### src/rtl/cpu_pkg.sv
// Shared types and widths for the pipeline datapath.
// Holds the memory-stage FSM encoding and the MEM/WB register layout.
package cpu_pkg;

    localparam int WORD_W     = 32;
    localparam int REG_ADDR_W = 5;

    typedef enum logic [1:0] {
        IDLE = 2'd0,
        REQ  = 2'd1,
        DONE = 2'd2
    } mem_state_t;

    typedef struct packed {
        logic                  reg_write;
        logic                  mem_to_reg;
        logic [WORD_W-1:0]     rdata;
        logic [WORD_W-1:0]     alu_out;
        logic [REG_ADDR_W-1:0] wn;
    } memwb_t;

endpackage

### src/rtl/dmem_req_fsm.sv
// Data-memory request sequencer: issues one word load/store, waits for ack
// with a bounded counter, and buffers the read data for the MEM/WB load.
module dmem_req_fsm
    import cpu_pkg::*;
#(
    parameter int TIMEOUT = 16
) (
    input  logic              clk,
    input  logic              rst,
    input  logic              mem_read,
    input  logic              mem_write,
    input  logic [WORD_W-1:0] addr,
    input  logic [WORD_W-1:0] wdata,
    input  logic [WORD_W-1:0] rdata,
    input  logic              ack,
    output logic              dmem_req,
    output logic              dmem_we,
    output logic [WORD_W-1:0] dmem_addr,
    output logic [WORD_W-1:0] dmem_wdata,
    output logic              stall,
    output logic              done,
    output logic              faulted,
    output logic              misaligned,
    output logic              timeout,
    output logic [WORD_W-1:0] rbuf
);

    localparam int CW = (TIMEOUT > 1) ? $clog2(TIMEOUT) : 1;
    localparam logic [CW-1:0] CNT_LAST = CW'(TIMEOUT - 1);

    mem_state_t    state, state_n;
    logic [CW-1:0] cnt;
    logic          mem_op, aligned, stall_c, issue;

    assign mem_op  = mem_read | mem_write;
    assign aligned = (addr[1:0] == 2'b00);
    assign issue   = (state == IDLE) & mem_op & aligned;

    always_comb begin
        state_n    = state;
        stall_c    = 1'b0;
        timeout    = 1'b0;
        misaligned = 1'b0;
        case (state)
            IDLE: begin
                if (mem_op && aligned) begin
                    state_n = REQ;
                    stall_c = 1'b1;
                end else if (mem_op) begin
                    misaligned = 1'b1;
                end
            end
            REQ: begin
                stall_c = 1'b1;
                if (ack) begin
                    state_n = DONE;
                end else if (cnt == CNT_LAST) begin
                    timeout = 1'b1;
                    state_n = DONE;
                end
            end
            DONE:    state_n = IDLE;
            default: state_n = IDLE;
        endcase
    end

    // Reset must drop stall immediately even while the held inputs still
    // describe an aligned memory op.
    assign stall = stall_c & ~rst;
    assign done  = (state == DONE);

    always_ff @(posedge clk or posedge rst) begin
        if (rst) begin
            state      <= IDLE;
            cnt        <= '0;
            dmem_req   <= 1'b0;
            dmem_we    <= 1'b0;
            dmem_addr  <= '0;
            dmem_wdata <= '0;
            faulted    <= 1'b0;
            rbuf       <= '0;
        end else begin
            state    <= state_n;
            dmem_req <= (state_n == REQ);
            if (state == IDLE) begin
                cnt <= '0;
            end else if (state == REQ && cnt != CNT_LAST) begin
                cnt <= cnt + 1'b1;
            end
            if (issue) begin
                dmem_we    <= ~mem_read;
                dmem_addr  <= addr;
                dmem_wdata <= wdata;
                faulted    <= 1'b0;
            end
            if (state == REQ && ack) begin
                rbuf <= rdata;
            end
            if (timeout) begin
                faulted <= 1'b1;
            end
        end
    end

endmodule

### src/rtl/mem_stage.sv
// MEM stage: drives the data-memory port through dmem_req_fsm, resolves beq,
// and owns the MEM/WB register and the sticky fault flag.
module mem_stage
    import cpu_pkg::*;
#(
    parameter int TIMEOUT = 16
) (
    input  logic                  clk,
    input  logic                  rst,
    input  logic                  RegWrite,
    input  logic                  MemtoReg,
    input  logic                  MemRead,
    input  logic                  MemWrite,
    input  logic                  Branch,
    input  logic [WORD_W-1:0]     ALUout,
    input  logic [WORD_W-1:0]     wd,
    input  logic [WORD_W-1:0]     PC_in,
    input  logic [REG_ADDR_W-1:0] RegisterFile_wn,
    output logic                  dmem_req,
    output logic                  dmem_we,
    output logic [WORD_W-1:0]     dmem_addr,
    output logic [WORD_W-1:0]     dmem_wdata,
    input  logic [WORD_W-1:0]     dmem_rdata,
    input  logic                  dmem_ack,
    output logic                  stall,
    output logic                  pc_src,
    output logic [WORD_W-1:0]     pc_branch,
    output logic                  wb_RegWrite,
    output logic                  wb_MemtoReg,
    output logic [WORD_W-1:0]     wb_rdata,
    output logic [WORD_W-1:0]     wb_ALUout,
    output logic [REG_ADDR_W-1:0] wb_wn,
    output logic                  mem_fault
);

    memwb_t            memwb;
    logic              done, faulted, misaligned, timeout;
    logic [WORD_W-1:0] rbuf;

    dmem_req_fsm #(.TIMEOUT(TIMEOUT)) u_fsm (
        .clk        (clk),
        .rst        (rst),
        .mem_read   (MemRead),
        .mem_write  (MemWrite),
        .addr       (ALUout),
        .wdata      (wd),
        .rdata      (dmem_rdata),
        .ack        (dmem_ack),
        .dmem_req   (dmem_req),
        .dmem_we    (dmem_we),
        .dmem_addr  (dmem_addr),
        .dmem_wdata (dmem_wdata),
        .stall      (stall),
        .done       (done),
        .faulted    (faulted),
        .misaligned (misaligned),
        .timeout    (timeout),
        .rbuf       (rbuf)
    );

    assign pc_src    = Branch & (ALUout == '0);
    assign pc_branch = PC_in;

    // Stall cycles and misaligned ops become bubbles: control cleared,
    // data fields left as they were so nothing downstream sees a glitch.
    always_ff @(posedge clk or posedge rst) begin
        if (rst) begin
            memwb     <= '0;
            mem_fault <= 1'b0;
        end else begin
            if (misaligned || timeout) begin
                mem_fault <= 1'b1;
            end
            if (stall || misaligned) begin
                memwb.reg_write  <= 1'b0;
                memwb.mem_to_reg <= 1'b0;
            end else if (done) begin
                memwb.reg_write  <= RegWrite & ~faulted;
                memwb.mem_to_reg <= MemtoReg;
                memwb.rdata      <= rbuf;
                memwb.alu_out    <= ALUout;
                memwb.wn         <= RegisterFile_wn;
            end else begin
                memwb.reg_write  <= RegWrite;
                memwb.mem_to_reg <= MemtoReg;
                memwb.alu_out    <= ALUout;
                memwb.wn         <= RegisterFile_wn;
            end
        end
    end

    assign wb_RegWrite = memwb.reg_write;
    assign wb_MemtoReg = memwb.mem_to_reg;
    assign wb_rdata    = memwb.rdata;
    assign wb_ALUout   = memwb.alu_out;
    assign wb_wn       = memwb.wn;

endmodule

### config.mk
export PLATFORM = sky130hd
export DESIGN_NAME = mem_stage
export DESIGN_NICKNAME = d
export VERILOG_FILES = /design/src/rtl/cpu_pkg.sv /design/src/rtl/dmem_req_fsm.sv /design/src/rtl/mem_stage.sv
export SDC_FILE = /design/constraint.sdc
export NUM_CORES = 1
export LEC_CHECK = 0
export ABC_AREA = 1
export CAP_MARGIN = 20
export CORE_AREA = 2 2 134 136
export CTS_CLUSTER_DIAMETER = 60
export CTS_CLUSTER_SIZE = 40
export DETAILED_ROUTE_END_ITERATION = 10
export DIE_AREA = 0 0 136 138
export PLACE_DENSITY = 0.79
export SLEW_MARGIN = 5
export SYNTH_ARGS = -nofsm -noshare
export SYNTH_HDL_FRONTEND = slang
export SYNTH_SLANG_ARGS = --single-unit
export TNS_END_PERCENT = 30
### constraint.sdc
create_clock -name clk -period 6.8 [get_ports clk]
set_input_delay 1.36 -clock clk [delete_from_list [all_inputs] [get_ports clk]]
set_output_delay 1.36 -clock clk [all_outputs]
set_load 0.03 [all_outputs]
==> flow_summary.toml <==
[clocking]
cts_max_level = 4
cts_tree = "built"
clkLatencyLatePin_ps = 410
cts_resized = 0
post-cts-setup-buffer-count = 0
cts_hold_buffers = 0
clk_path_buf_depth = 2
clockRootBuffer = "clkbuf_16"
cts_sinks = 177
cts_buffers = 17
clk_pin_slew_ps = 60

[route]
ant_nets = 0
drt-initial-drc-count = 315
drc = 0
drt-wirelength-per-cell_um = 15.1
drt-vias-per-instance = 4.69
vias = 5790
first_pass_iters = 6
drt-total-wl_um = 18700

[layout]
area_growth_pct = 42.6
num_antenna_cells = 0
multi_input_area_mm2 = 0.00201
regArea_mm2 = 0.00443
fillCellCount = 1546
drive_above_1_share_pct = 4.77
nNetsFinal = 1136
instances_no_fill = 1235

[timing]
fmax_mhz = 217
clock_skew_ps = 8.56
tns_ps = 0
slew_headroom_pct = 38.8
grt_setup_unrepaired = "false"
maxSlewViolCount = 0
finalSetupViolations = 0
timing.final.hold_violations = 0
tightest_slew_ps = 916
period_minus_slack_ps = 4600
fin_crit_sh_pct = 67.7

[setup_path]
reg2reg_slack_ps = 4400
r2r_start = "u_fsm.state[1]$_DFF_PP0_"
crit_arrival_ps = 3240
endpoint = "pc_src"
cp-startpoint = "ALUout[2]"
worst-path-max-fanout = 3
critPathLaunchType = "primary input"
worstReg2RegEnd = "wb_ALUout[20]$_DFFE_PP0N_"
cp.required_ps = 5440
ff2ff_path_depth = 6
critPathCaptureType = "output port"
crit_type = "in2out"

[logic_synthesis]
synth-edff-count = 0
netlist_area_mm2 = 0.00711
yosys_warnings = 0
avgSynthCellArea_um2 = 9.02
synth_ff_type = "dfrtp_1"
synth_cells = 789
synth_area_leaders = "dfrtp_1 (62%), nand2_1 (15%), buf_4 (4.1%)"
yosysMostFrequentCell = "nand2_1"
synth_top_area_share_pct = 62.3
ys_seq_area_share_pct = 62.3
synth-seq-cells = 177
async_reset_ff_share_pct = 100
synth.distinct_cells = 18
synth_top_area_cell = "dfrtp_1"
yosys-top-cells-count = "nand2_1 (278), dfrtp_1 (177), inv_1 (64)"
syn_nets = 931

[power]
switchingPower_uw = 1460
powerDensity_mw_per_mm2 = 389
internal_power_uw = 2490
p_leak_uw = 0.00496
p_seq_share_pct = 38.5
irDropWorstVdd_v = 0.000235
switching_share_pct = 37.0
clockPowerShare_pct = 23.7
power_frac_comb_pct = 37.7

[placement]
port_buffers = 248
place_inst = 1201
dpl.hpwl_um = 13000
gp_congestion = 0.812

[grt]
grt_max_degree = 80
antenna_found_initial = 0
grt_pass1_vias = 5785
grt_pass1_wl_um = 29700
gr-usage-all-layers_pct = 20.2
grt.overflow.total = 0

[floorplanning]
die_area_mm2 = 0.0188
start_util_pct = 40.6
row_count = 49
die_w_um = 136
coreArea_mm2 = 0.0175
boundaryPins = 313
die_h_um = 138

[worst_hold_path]
min_path_type = "reg2reg"
holdCritStartpoint = "u_fsm.dmem_wdata[8]$_DFFE_PP0P_"

[flow_run]
maxCapViolCount = 0

[status]
status = "completed"
==> layout by cell type, fill, tap and decap left out, drive strengths merged <==
master and n:
a21oi 34, clkbuf 20, clkdlybuf4s50 248, dfrtp 177
inv 68, nand3 48, nand2 278, o21ai 56
ha 1, nand3b 1, clkinv 4, nor2 52
o31ai 2, bufinv 1, nand4 3, clkinvlp 4
buf 9
==> power by group through the flow <==
stage	registers, uW	clock network (uW)	logic [uW]
2_1_floorplan	2010	0	368
3_3_place_gp	1530	0	1470
3_5_place_dp	1540	0	1500
4_1_cts	1520	964	1500
5_1_grt	1560	1020	1600
6_report	1520	936	1490
==> layout make-up <==
cell class                 instances  share of cell area, %
timing repair buffer             257                   25.7
clock inverter                    11                   1.04
multi-input combinational        475                   19.8
clock buffer                      20                   4.50
tap                              229                   2.82
inverter                          66                   2.49
sequential                       177                   43.7
==> metrics by stage <==
stage | hold slack, ps | util [%] | instance area (um^2) | setup WS (ps) | total power, uW
floorplan | 478 | - | 7110 | 638 | 2370
CTS | 473 | 57.4 | 10100 | 2230 | 3990
finish | 468 | 57.9 | 10100 | 2200 | 3950
global placement | 449 | 54.2 | 9500 | 2210 | 3000
global route | 485 | 57.9 | 10100 | 2100 | 4180
detailed placement | 457 | 54.2 | 9500 | 2240 | 3030
==> worst min-delay path by stage <==
stage | slack, ps | endpoint | depth (start not counted)
finish | 470 | u_fsm.dmem_wdata[8]$_DFFE_PP0P_ | 2
global route | 480 | u_fsm.dmem_wdata[29]$_DFFE_PP0P_ | 2
CTS | 470 | wb_ALUout[31]$_DFFE_PP0N_ | 2
detailed placement | 460 | u_fsm.dmem_wdata[10]$_DFFE_PP0P_ | 2
global placement | 450 | u_fsm.dmem_addr[0]$_DFFE_PP0P_ | 2
floorplan | 480 | u_fsm.rbuf[0]$_DFFE_PP0P_ | 2
==> critical path, cell delays in order <==
cell and delay (ps):
clkdlybuf4s50_1 450, nor2_1 290, nand3_1 120, nor2_1 170
nand3_1 90, nor2_1 90, clkdlybuf4s50_1 680
==> per-layer routing <==
metal / part of all wire, % / vias to the layer above / track usage (%)
li1: - / 2821 / -
met1: 41 / 2710 / 24.6
met2: 48 / 224 / 33.3
met3: 8.8 / 35 / 6.64
met4: 2.9 / 0 / 8.06
met5: 0 / - / 0
==> state kept, by name, indices dropped and copies added (netlist names) <==
name	cells
wb_RegWrite	1
wb_wn	5
u_fsm.state	2
u_fsm.dmem_req	1
wb_rdata	32
u_fsm.dmem_we	1
u_fsm.cnt	4
wb_MemtoReg	1
u_fsm.faulted	1
u_fsm.rbuf	32
mem_fault	1
wb_ALUout	32
u_fsm.dmem_addr	32
u_fsm.dmem_wdata	32
==> cell families after synthesis <==
family / Yosys count / share of synthesized area [%]
DFF: 177 / 62.3
adders and majority gates: 1 / 0.176
AOI/OAI and AO/OA: 92 / 6.54
buffers and inverters: 137 / 9.76
and+or+nand+nor: 382 / 21.3
Note: power is estimated with default switching activity, not from simulation.
